$ cat src/rtl/axi_line_bridge_if.sv
// Cache-line request port plus the AXI4 master channels of axi_line_bridge.
// "master" is the bridge side; "slave" is the requester plus the interconnect.
interface axi_line_bridge_if #(
   parameter int ADDR_W = 64
);
   logic              rw_valid_i;
   logic              rw_req_i;
   logic [ADDR_W-1:0] rw_addr_i;
   logic [127:0]      rw_wdata_i;
   logic              rw_ready_o;
   logic [127:0]      data_read_o;
   logic [1:0]        rw_resp_o;

   logic              axi_ar_valid_o;
   logic              axi_ar_ready_i;
   logic [ADDR_W-1:0] axi_ar_addr_o;
   logic [7:0]        axi_ar_len_o;
   logic [2:0]        axi_ar_size_o;
   logic [1:0]        axi_ar_burst_o;

   logic              axi_r_valid_i;
   logic              axi_r_ready_o;
   logic [63:0]       axi_r_data_i;
   logic [1:0]        axi_r_resp_i;
   logic              axi_r_last_i;

   logic              axi_aw_valid_o;
   logic              axi_aw_ready_i;
   logic [ADDR_W-1:0] axi_aw_addr_o;
   logic [7:0]        axi_aw_len_o;
   logic [2:0]        axi_aw_size_o;
   logic [1:0]        axi_aw_burst_o;

   logic              axi_w_valid_o;
   logic              axi_w_ready_i;
   logic [63:0]       axi_w_data_o;
   logic [7:0]        axi_w_strb_o;
   logic              axi_w_last_o;

   logic              axi_b_valid_i;
   logic              axi_b_ready_o;
   logic [1:0]        axi_b_resp_i;

   modport master (
      input  rw_valid_i, rw_req_i, rw_addr_i, rw_wdata_i,
      output rw_ready_o, data_read_o, rw_resp_o,
      output axi_ar_valid_o, axi_ar_addr_o, axi_ar_len_o, axi_ar_size_o, axi_ar_burst_o,
      input  axi_ar_ready_i,
      input  axi_r_valid_i, axi_r_data_i, axi_r_resp_i, axi_r_last_i,
      output axi_r_ready_o,
      output axi_aw_valid_o, axi_aw_addr_o, axi_aw_len_o, axi_aw_size_o, axi_aw_burst_o,
      input  axi_aw_ready_i,
      output axi_w_valid_o, axi_w_data_o, axi_w_strb_o, axi_w_last_o,
      input  axi_w_ready_i,
      input  axi_b_valid_i, axi_b_resp_i,
      output axi_b_ready_o
   );

   modport slave (
      output rw_valid_i, rw_req_i, rw_addr_i, rw_wdata_i,
      input  rw_ready_o, data_read_o, rw_resp_o,
      input  axi_ar_valid_o, axi_ar_addr_o, axi_ar_len_o, axi_ar_size_o, axi_ar_burst_o,
      output axi_ar_ready_i,
      output axi_r_valid_i, axi_r_data_i, axi_r_resp_i, axi_r_last_i,
      input  axi_r_ready_o,
      input  axi_aw_valid_o, axi_aw_addr_o, axi_aw_len_o, axi_aw_size_o, axi_aw_burst_o,
      output axi_aw_ready_i,
      input  axi_w_valid_o, axi_w_data_o, axi_w_strb_o, axi_w_last_o,
      output axi_w_ready_i,
      output axi_b_valid_i, axi_b_resp_i,
      input  axi_b_ready_o
   );
endinterface

$ cat src/rtl/axi_line_bridge.sv
// Turns one 128-bit cache line request at a time into a 2-beat AXI4 burst on a
// 64-bit bus: INCR read for refills, write burst plus B response for write-backs.
module axi_line_bridge #(
   parameter int ADDR_W     = 64,
   parameter int LINE_BYTES = 16
) (
   input logic               clock,
   input logic               reset,
   axi_line_bridge_if.master bus
);

   typedef enum logic [2:0] {IDLE, AR, R, AW_W, B, RESP} state_t;

   state_t            state_q, state_d;
   logic [ADDR_W-1:0] addr_q;
   logic [127:0]      wdata_q;
   logic [127:0]      line_q, line_upd;
   logic [127:0]      data_read_q;
   logic              cnt_q;
   logic [1:0]        w_cnt_q;
   logic              aw_done_q;
   logic [1:0]        resp_q, resp_upd;
   logic [1:0]        rw_resp_q;

   logic ar_valid, r_ready, aw_valid, w_valid, b_ready, rw_ready;
   logic accept, r_hs, aw_hs, w_hs, r_exit, proto_err;

   assign accept = (state_q == IDLE) & bus.rw_valid_i;
   assign r_hs   = r_ready & bus.axi_r_valid_i;
   assign aw_hs  = aw_valid & bus.axi_aw_ready_i;
   assign w_hs   = w_valid & bus.axi_w_ready_i;
   // A burst ends on r_last or on the second beat, whichever comes first.
   assign r_exit    = r_hs & (bus.axi_r_last_i | cnt_q);
   assign proto_err = cnt_q ? ~bus.axi_r_last_i : bus.axi_r_last_i;

   always_comb begin
      // NOTE: every signal assigned here gets a default first, so no path can infer a latch.
      line_upd = line_q;
      if (cnt_q) line_upd[127:64] = bus.axi_r_data_i;
      else       line_upd[63:0]   = bus.axi_r_data_i;
      resp_upd = (bus.axi_r_resp_i > resp_q) ? bus.axi_r_resp_i : resp_q;
   end

   always_comb begin
      state_d  = state_q;
      ar_valid = 1'b0;
      r_ready  = 1'b0;
      aw_valid = 1'b0;
      w_valid  = 1'b0;
      b_ready  = 1'b0;
      rw_ready = 1'b0;
      unique case (state_q)
         IDLE: if (bus.rw_valid_i) state_d = bus.rw_req_i ? AW_W : AR;
         AR: begin
            ar_valid = 1'b1;
            if (bus.axi_ar_ready_i) state_d = R;
         end
         R: begin
            r_ready = 1'b1;
            if (r_exit) state_d = RESP;
         end
         AW_W: begin
            aw_valid = ~aw_done_q;
            w_valid  = ~w_cnt_q[1];
            if ((aw_done_q | aw_hs) &&
                (w_cnt_q[1] | (w_cnt_q[0] & w_hs)))
               state_d = B;
         end
         B: begin
            b_ready = 1'b1;
            if (bus.axi_b_valid_i) state_d = RESP;
         end
         RESP: begin
            rw_ready = 1'b1;
            state_d  = IDLE;
         end
         default: state_d = IDLE;
      endcase
   end

   always_ff @(posedge clock) begin
      // NOTE: non-blocking assignments keep every register update in step at the clock edge.
      if (reset) begin
         state_q     <= IDLE;
         cnt_q       <= 1'b0;
         w_cnt_q     <= 2'd0;
         aw_done_q   <= 1'b0;
         resp_q      <= 2'd0;
         data_read_q <= '0;
         rw_resp_q   <= 2'd0;
      end else begin
         state_q <= state_d;
         if (accept) begin
            cnt_q     <= 1'b0;
            w_cnt_q   <= 2'd0;
            aw_done_q <= 1'b0;
            resp_q    <= 2'd0;
         end
         if (r_hs) begin
            cnt_q  <= cnt_q + 1'b1;
            resp_q <= resp_upd;
         end
         // Results are published on entry to RESP and held until the next one.
         if (r_exit) begin
            data_read_q <= line_upd;
            rw_resp_q   <= proto_err ? 2'b10 : resp_upd;
         end
         if (aw_hs) aw_done_q <= 1'b1;
         if (w_hs)  w_cnt_q   <= w_cnt_q + 2'd1;
         if (b_ready && bus.axi_b_valid_i) begin
            data_read_q <= '0;
            rw_resp_q   <= bus.axi_b_resp_i;
         end
      end
   end

   always_ff @(posedge clock) begin
      // NOTE: pure datapath registers are always loaded before use, so they carry no reset.
      if (accept) begin
         addr_q  <= bus.rw_addr_i & ~ADDR_W'(LINE_BYTES - 1);
         wdata_q <= bus.rw_wdata_i;
         line_q  <= '0;
      end else if (r_hs) begin
         line_q <= line_upd;
      end
   end

   assign bus.axi_ar_valid_o = ar_valid;
   assign bus.axi_ar_addr_o  = addr_q;
   assign bus.axi_ar_len_o   = 8'd1;
   assign bus.axi_ar_size_o  = 3'd3;
   assign bus.axi_ar_burst_o = 2'b01;
   assign bus.axi_r_ready_o  = r_ready;

   assign bus.axi_aw_valid_o = aw_valid;
   assign bus.axi_aw_addr_o  = addr_q;
   assign bus.axi_aw_len_o   = 8'd1;
   assign bus.axi_aw_size_o  = 3'd3;
   assign bus.axi_aw_burst_o = 2'b01;
   assign bus.axi_w_valid_o  = w_valid;
   assign bus.axi_w_data_o   = w_cnt_q[0] ? wdata_q[127:64] : wdata_q[63:0];
   assign bus.axi_w_strb_o   = 8'hFF;
   assign bus.axi_w_last_o   = w_cnt_q[0];
   assign bus.axi_b_ready_o  = b_ready;

   assign bus.rw_ready_o  = rw_ready;
   assign bus.data_read_o = data_read_q;
   assign bus.rw_resp_o   = rw_resp_q;

endmodule

$ cat src/flat_wrapper.sv
// flat-port wrapper written by rule: the top's interface ports become plain ports
module axi_line_bridge_flat 
#(
   parameter int ADDR_W     = 64,
   parameter int LINE_BYTES = 16
)
  (clock, reset, bus_rw_valid_i, bus_rw_req_i, bus_rw_addr_i, bus_rw_wdata_i, bus_rw_ready_o, bus_data_read_o, bus_rw_resp_o, bus_axi_ar_valid_o, bus_axi_ar_addr_o, bus_axi_ar_len_o, bus_axi_ar_size_o, bus_axi_ar_burst_o, bus_axi_ar_ready_i, bus_axi_r_valid_i, bus_axi_r_data_i, bus_axi_r_resp_i, bus_axi_r_last_i, bus_axi_r_ready_o, bus_axi_aw_valid_o, bus_axi_aw_addr_o, bus_axi_aw_len_o, bus_axi_aw_size_o, bus_axi_aw_burst_o, bus_axi_aw_ready_i, bus_axi_w_valid_o, bus_axi_w_data_o, bus_axi_w_strb_o, bus_axi_w_last_o, bus_axi_w_ready_i, bus_axi_b_valid_i, bus_axi_b_resp_i, bus_axi_b_ready_o);
  axi_line_bridge_if #(.ADDR_W(ADDR_W)) bus_i ();
  input logic clock;
  input logic reset;
  input wire logic [$bits(bus_i.rw_valid_i)-1:0] bus_rw_valid_i;
  input wire logic [$bits(bus_i.rw_req_i)-1:0] bus_rw_req_i;
  input wire logic [$bits(bus_i.rw_addr_i)-1:0] bus_rw_addr_i;
  input wire logic [$bits(bus_i.rw_wdata_i)-1:0] bus_rw_wdata_i;
  output wire logic [$bits(bus_i.rw_ready_o)-1:0] bus_rw_ready_o;
  output wire logic [$bits(bus_i.data_read_o)-1:0] bus_data_read_o;
  output wire logic [$bits(bus_i.rw_resp_o)-1:0] bus_rw_resp_o;
  output wire logic [$bits(bus_i.axi_ar_valid_o)-1:0] bus_axi_ar_valid_o;
  output wire logic [$bits(bus_i.axi_ar_addr_o)-1:0] bus_axi_ar_addr_o;
  output wire logic [$bits(bus_i.axi_ar_len_o)-1:0] bus_axi_ar_len_o;
  output wire logic [$bits(bus_i.axi_ar_size_o)-1:0] bus_axi_ar_size_o;
  output wire logic [$bits(bus_i.axi_ar_burst_o)-1:0] bus_axi_ar_burst_o;
  input wire logic [$bits(bus_i.axi_ar_ready_i)-1:0] bus_axi_ar_ready_i;
  input wire logic [$bits(bus_i.axi_r_valid_i)-1:0] bus_axi_r_valid_i;
  input wire logic [$bits(bus_i.axi_r_data_i)-1:0] bus_axi_r_data_i;
  input wire logic [$bits(bus_i.axi_r_resp_i)-1:0] bus_axi_r_resp_i;
  input wire logic [$bits(bus_i.axi_r_last_i)-1:0] bus_axi_r_last_i;
  output wire logic [$bits(bus_i.axi_r_ready_o)-1:0] bus_axi_r_ready_o;
  output wire logic [$bits(bus_i.axi_aw_valid_o)-1:0] bus_axi_aw_valid_o;
  output wire logic [$bits(bus_i.axi_aw_addr_o)-1:0] bus_axi_aw_addr_o;
  output wire logic [$bits(bus_i.axi_aw_len_o)-1:0] bus_axi_aw_len_o;
  output wire logic [$bits(bus_i.axi_aw_size_o)-1:0] bus_axi_aw_size_o;
  output wire logic [$bits(bus_i.axi_aw_burst_o)-1:0] bus_axi_aw_burst_o;
  input wire logic [$bits(bus_i.axi_aw_ready_i)-1:0] bus_axi_aw_ready_i;
  output wire logic [$bits(bus_i.axi_w_valid_o)-1:0] bus_axi_w_valid_o;
  output wire logic [$bits(bus_i.axi_w_data_o)-1:0] bus_axi_w_data_o;
  output wire logic [$bits(bus_i.axi_w_strb_o)-1:0] bus_axi_w_strb_o;
  output wire logic [$bits(bus_i.axi_w_last_o)-1:0] bus_axi_w_last_o;
  input wire logic [$bits(bus_i.axi_w_ready_i)-1:0] bus_axi_w_ready_i;
  input wire logic [$bits(bus_i.axi_b_valid_i)-1:0] bus_axi_b_valid_i;
  input wire logic [$bits(bus_i.axi_b_resp_i)-1:0] bus_axi_b_resp_i;
  output wire logic [$bits(bus_i.axi_b_ready_o)-1:0] bus_axi_b_ready_o;
  assign bus_i.rw_valid_i = bus_rw_valid_i;
  assign bus_i.rw_req_i = bus_rw_req_i;
  assign bus_i.rw_addr_i = bus_rw_addr_i;
  assign bus_i.rw_wdata_i = bus_rw_wdata_i;
  assign bus_rw_ready_o = bus_i.rw_ready_o;
  assign bus_data_read_o = bus_i.data_read_o;
  assign bus_rw_resp_o = bus_i.rw_resp_o;
  assign bus_axi_ar_valid_o = bus_i.axi_ar_valid_o;
  assign bus_axi_ar_addr_o = bus_i.axi_ar_addr_o;
  assign bus_axi_ar_len_o = bus_i.axi_ar_len_o;
  assign bus_axi_ar_size_o = bus_i.axi_ar_size_o;
  assign bus_axi_ar_burst_o = bus_i.axi_ar_burst_o;
  assign bus_i.axi_ar_ready_i = bus_axi_ar_ready_i;
  assign bus_i.axi_r_valid_i = bus_axi_r_valid_i;
  assign bus_i.axi_r_data_i = bus_axi_r_data_i;
  assign bus_i.axi_r_resp_i = bus_axi_r_resp_i;
  assign bus_i.axi_r_last_i = bus_axi_r_last_i;
  assign bus_axi_r_ready_o = bus_i.axi_r_ready_o;
  assign bus_axi_aw_valid_o = bus_i.axi_aw_valid_o;
  assign bus_axi_aw_addr_o = bus_i.axi_aw_addr_o;
  assign bus_axi_aw_len_o = bus_i.axi_aw_len_o;
  assign bus_axi_aw_size_o = bus_i.axi_aw_size_o;
  assign bus_axi_aw_burst_o = bus_i.axi_aw_burst_o;
  assign bus_i.axi_aw_ready_i = bus_axi_aw_ready_i;
  assign bus_axi_w_valid_o = bus_i.axi_w_valid_o;
  assign bus_axi_w_data_o = bus_i.axi_w_data_o;
  assign bus_axi_w_strb_o = bus_i.axi_w_strb_o;
  assign bus_axi_w_last_o = bus_i.axi_w_last_o;
  assign bus_i.axi_w_ready_i = bus_axi_w_ready_i;
  assign bus_i.axi_b_valid_i = bus_axi_b_valid_i;
  assign bus_i.axi_b_resp_i = bus_axi_b_resp_i;
  assign bus_axi_b_ready_o = bus_i.axi_b_ready_o;
  axi_line_bridge #(.ADDR_W(ADDR_W), .LINE_BYTES(LINE_BYTES)) u_core (.clock(clock), .reset(reset), .bus(bus_i));
endmodule
$ cat config.mk
export PLATFORM = sky130hd
export DESIGN_NAME = axi_line_bridge_flat
export DESIGN_NICKNAME = d
export VERILOG_FILES = /design/src/rtl/axi_line_bridge_if.sv /design/src/rtl/axi_line_bridge.sv /design/src/flat_wrapper.sv
export SDC_FILE = /design/constraint.sdc
export NUM_CORES = 1
export LEC_CHECK = 0
export CAP_MARGIN = 5
export CORE_AREA = 8 8 241 243
export DETAILED_ROUTE_END_ITERATION = 8
export DIE_AREA = 0 0 249 251
export PLACE_DENSITY = 0.7
export SKIP_CTS_REPAIR_TIMING = 1
export SLEW_MARGIN = 20
export SYNTH_ARGS = -nofsm -noshare
export SYNTH_HDL_FRONTEND = slang
export SYNTH_SLANG_ARGS = --single-unit
$ cat constraint.sdc
create_clock -name clock -period 8.2 [get_ports clock]
set_clock_uncertainty 0.2 [all_clocks]
set_input_delay 1.64 -clock clock [delete_from_list [all_inputs] [get_ports clock]]
set_output_delay 1.64 -clock clock [all_outputs]
set_load 0.02 [all_outputs]
==> qor.csv <==
stage,metric,value,unit
setup_path,end_kind,output pin,
setup_path,critPathMaxStageDelay,870,ps
floorplan,coreArea,0.0543,sq mm
finish,drive_gt1_frac,0.119,
logic_synthesis,synthFlopType,dfxtp_1,
floorplan,die_h,251,um
power_and_ir_drop,ir_drop,0.214,mV
setup_path,cp_data_required_time,6360,ps
floorplan,dieArea,0.0625,sq mm
clocking,clock_path_buffers,3,
grt,grt.overflow.total,0,
finish,fin_nets,2327,
setup_path,arrival,3090,ps
finish,fin_util,0.471,
clocking,cts-root-buf,clkbuf_16,
finish,fillers,4833,
setup_path,start_kind,flip-flop,
placement,dp.final_hpwl,41.4,mm
setup_path,critPathMaxFanout,38,
drt,wl_per_cell,21.0,um
status,status,finished clean,
timing,period_share,0.601,
floorplan,io_pins,633,
placement,place_area,0.0240,sq mm
floorplan,start_util,0.339,
clocking,clkSinkCount,455,
clocking,path_clk_slew,60,ps
logic_synthesis,synth.yosys.seq_area_share,0.597,
grt,grt_pass1_wl,85.6,mm
timing,final-setup-viol-count,0,
finish,layout_commonest_cell,clkdlybuf4s50_1,
placement,gp_congestion,0.806,
logic_synthesis,ys_types,46,
drt,drt_pass1_iterations,5,
drt,remaining_drc_errors,0,
floorplan,die-width,249,um
timing,setup_tns,0,ps
timing,rsz0062_at_grt,false,
timing,slew_headroom,0.224,
logic_synthesis,synth.avg_cell_area,11.7,sq um
hold_path,min_path_type,reg2reg,
grt,grt_pass1_vias,13200,
logic_synthesis,synth-edff-count,188,
placement,port_buffers,586,
timing,fmaxAchievable,203,MHz
timing,hold_viol,0,
floorplan,rows,86,
logic_synthesis,ys_warn_count,0,
power_and_ir_drop,powerDensity,291,mW/mm^2
drt,drt_iter0_drc,832,
logic_synthesis,ys_seq_elements,455,
finish,fin_cells,2797,
drt,vias_per_cell,4.79,
placement,numPlacedInstances,2706,
timing,finalWorstSetupSlack,3270,ps
grt,grt_start_max_net_pins,177,
setup_path,worstSetupPathType,reg2out,
logic_synthesis,syn_inst,1579,
placement,dpl_worst_slack,3450,ps
timing,fin_hold_ws,251,ps
power_and_ir_drop,power,7.44,mW
logic_synthesis,netlist_area,0.0184,sq mm
finish,fin_area,0.0256,sq mm
clocking,cts_buffers,49,
drt,num_vias,13400,
clocking,clkLatencyLatePin,580,ps
finish,multi_input_area,0.00613,sq mm
drt,ant_nets,0,
timing,slew_violations,0,
setup_path,cp_slowest_cell,dfxtp_2,
timing,tightest_slew,1160,ps
setup_path,reg2reg_setup_slack,5000,ps
timing,post-route-min-period,4930,ps
grt,track_usage,0.176,
finish,syn_to_final_growth,39.0,%
run,drv_cap,0,
logic_synthesis,synth-async-reset-ratio,0,
power_and_ir_drop,p_leak,8.31,nW
finish,final_cell_mix,"clkdlybuf4s50_1 (586), dfxtp_1 (265), nand2_1 (260), edfxtp_1 (188), nor2_1 (136)",
clocking,cts_tree,done,
drt,wirelength,58.8,mm
setup_path,path_cells,"buf_4, mux2_2, clkdlybuf4s50_1",
finish,seq_area,0.0110,sq mm
grt,antenna_found_initial,7,
clocking,cts_htree_levels,2,
==> flip-flops by register name (all words and copies together), names as in the netlist, 2 cells and up <==
register                  cells
u_core.bus.rw_resp_o          2
u_core.resp_q                 2
u_core.w_cnt_q                2
u_core.bus.axi_ar_addr_o     60
u_core.wdata_q              128
u_core.bus.data_read_o      128
u_core.line_q               128
u_core.state_q                3
==> power by group <==
group          switching, mW  internal (mW)
logic                   1.29          0.932
clock network          0.909           1.22
registers              0.211           2.87
total                   2.41           5.03
==> Yosys cell counts, types with 3 or more instances <==
cell | n | share of area
a211oi_1 | 68 | 0.028
a211oi_2 | 60 | 0.041
a21oi_1 | 104 | 0.028
a21oi_2 | 30 | 0.014
a22oi_1 | 4 | 0.0016
buf_1 | 6 | 0.0012
buf_12 | 3 | 0.0033
buf_2 | 58 | 0.016
buf_4 | 114 | 0.046
buf_6 | 11 | 0.0067
clkbuf_1 | 20 | 0.0041
dfxtp_1 | 267 | 0.29
edfxtp_1 | 188 | 0.31
ha_1 | 4 | 0.0027
inv_1 | 10 | 0.0020
mux2_2 | 64 | 0.039
mux2i_1 | 132 | 0.072
nand2_1 | 260 | 0.053
nand2b_1 | 4 | 0.0014
nand3_1 | 4 | 0.0011
nor2_1 | 136 | 0.028
==> area by class of cell <==
type	count	share of cell area
Sequential cell	455	0.430
Multi-Input combinational cell	940	0.239
Timing Repair Buffer	596	0.234
Clock buffer	73	0.0550
Tap cell	704	0.0344
Clock inverter	15	0.00518
Inverter	11	0.00210
Antenna cell	3	0.000293
==> routing by layer <==
layer / up-vias / share of wire / GRT usage
met4: 6 / 0.031 / 0.0619
met3: 91 / 0.069 / 0.0518
met5: - / 0.00068 / 0
met1: 6475 / 0.40 / 0.210
li1: 6351 / - / -
met2: 463 / 0.50 / 0.302
==> worst paths after layout <==
path,start,endpoint,cells past startpoint
max,u_core.w_cnt_q[0],bus_axi_w_data_o[9],3
min,u_core.line_q[102],u_core.line_q[102],2
max reg2reg,u_core.state_q[0],u_core.bus.axi_ar_addr_o[16],3
min reg2reg,u_core.line_q[102],u_core.line_q[102],2
==> cells by family after synthesis <==
group                    after synthesis  synth area share
flip-flops                           455             0.597
buffers and inverters                224            0.0807
other                                  2          0.000408
AND/OR/NAND/NOR                      423            0.0922
adder cells (fa/ha/maj)                4           0.00272
multiplexers                         196             0.111
AO/OA/AOI/OAI                        275             0.116
==> critical path, delay by kind of cell (launching register included) <==
kind / cells / cell delay, ps
buffers and inverters: 2 / 1160
flip-flops: 1 / 870
multiplexers: 1 / 430
Power figures use the tool's default switching activity.
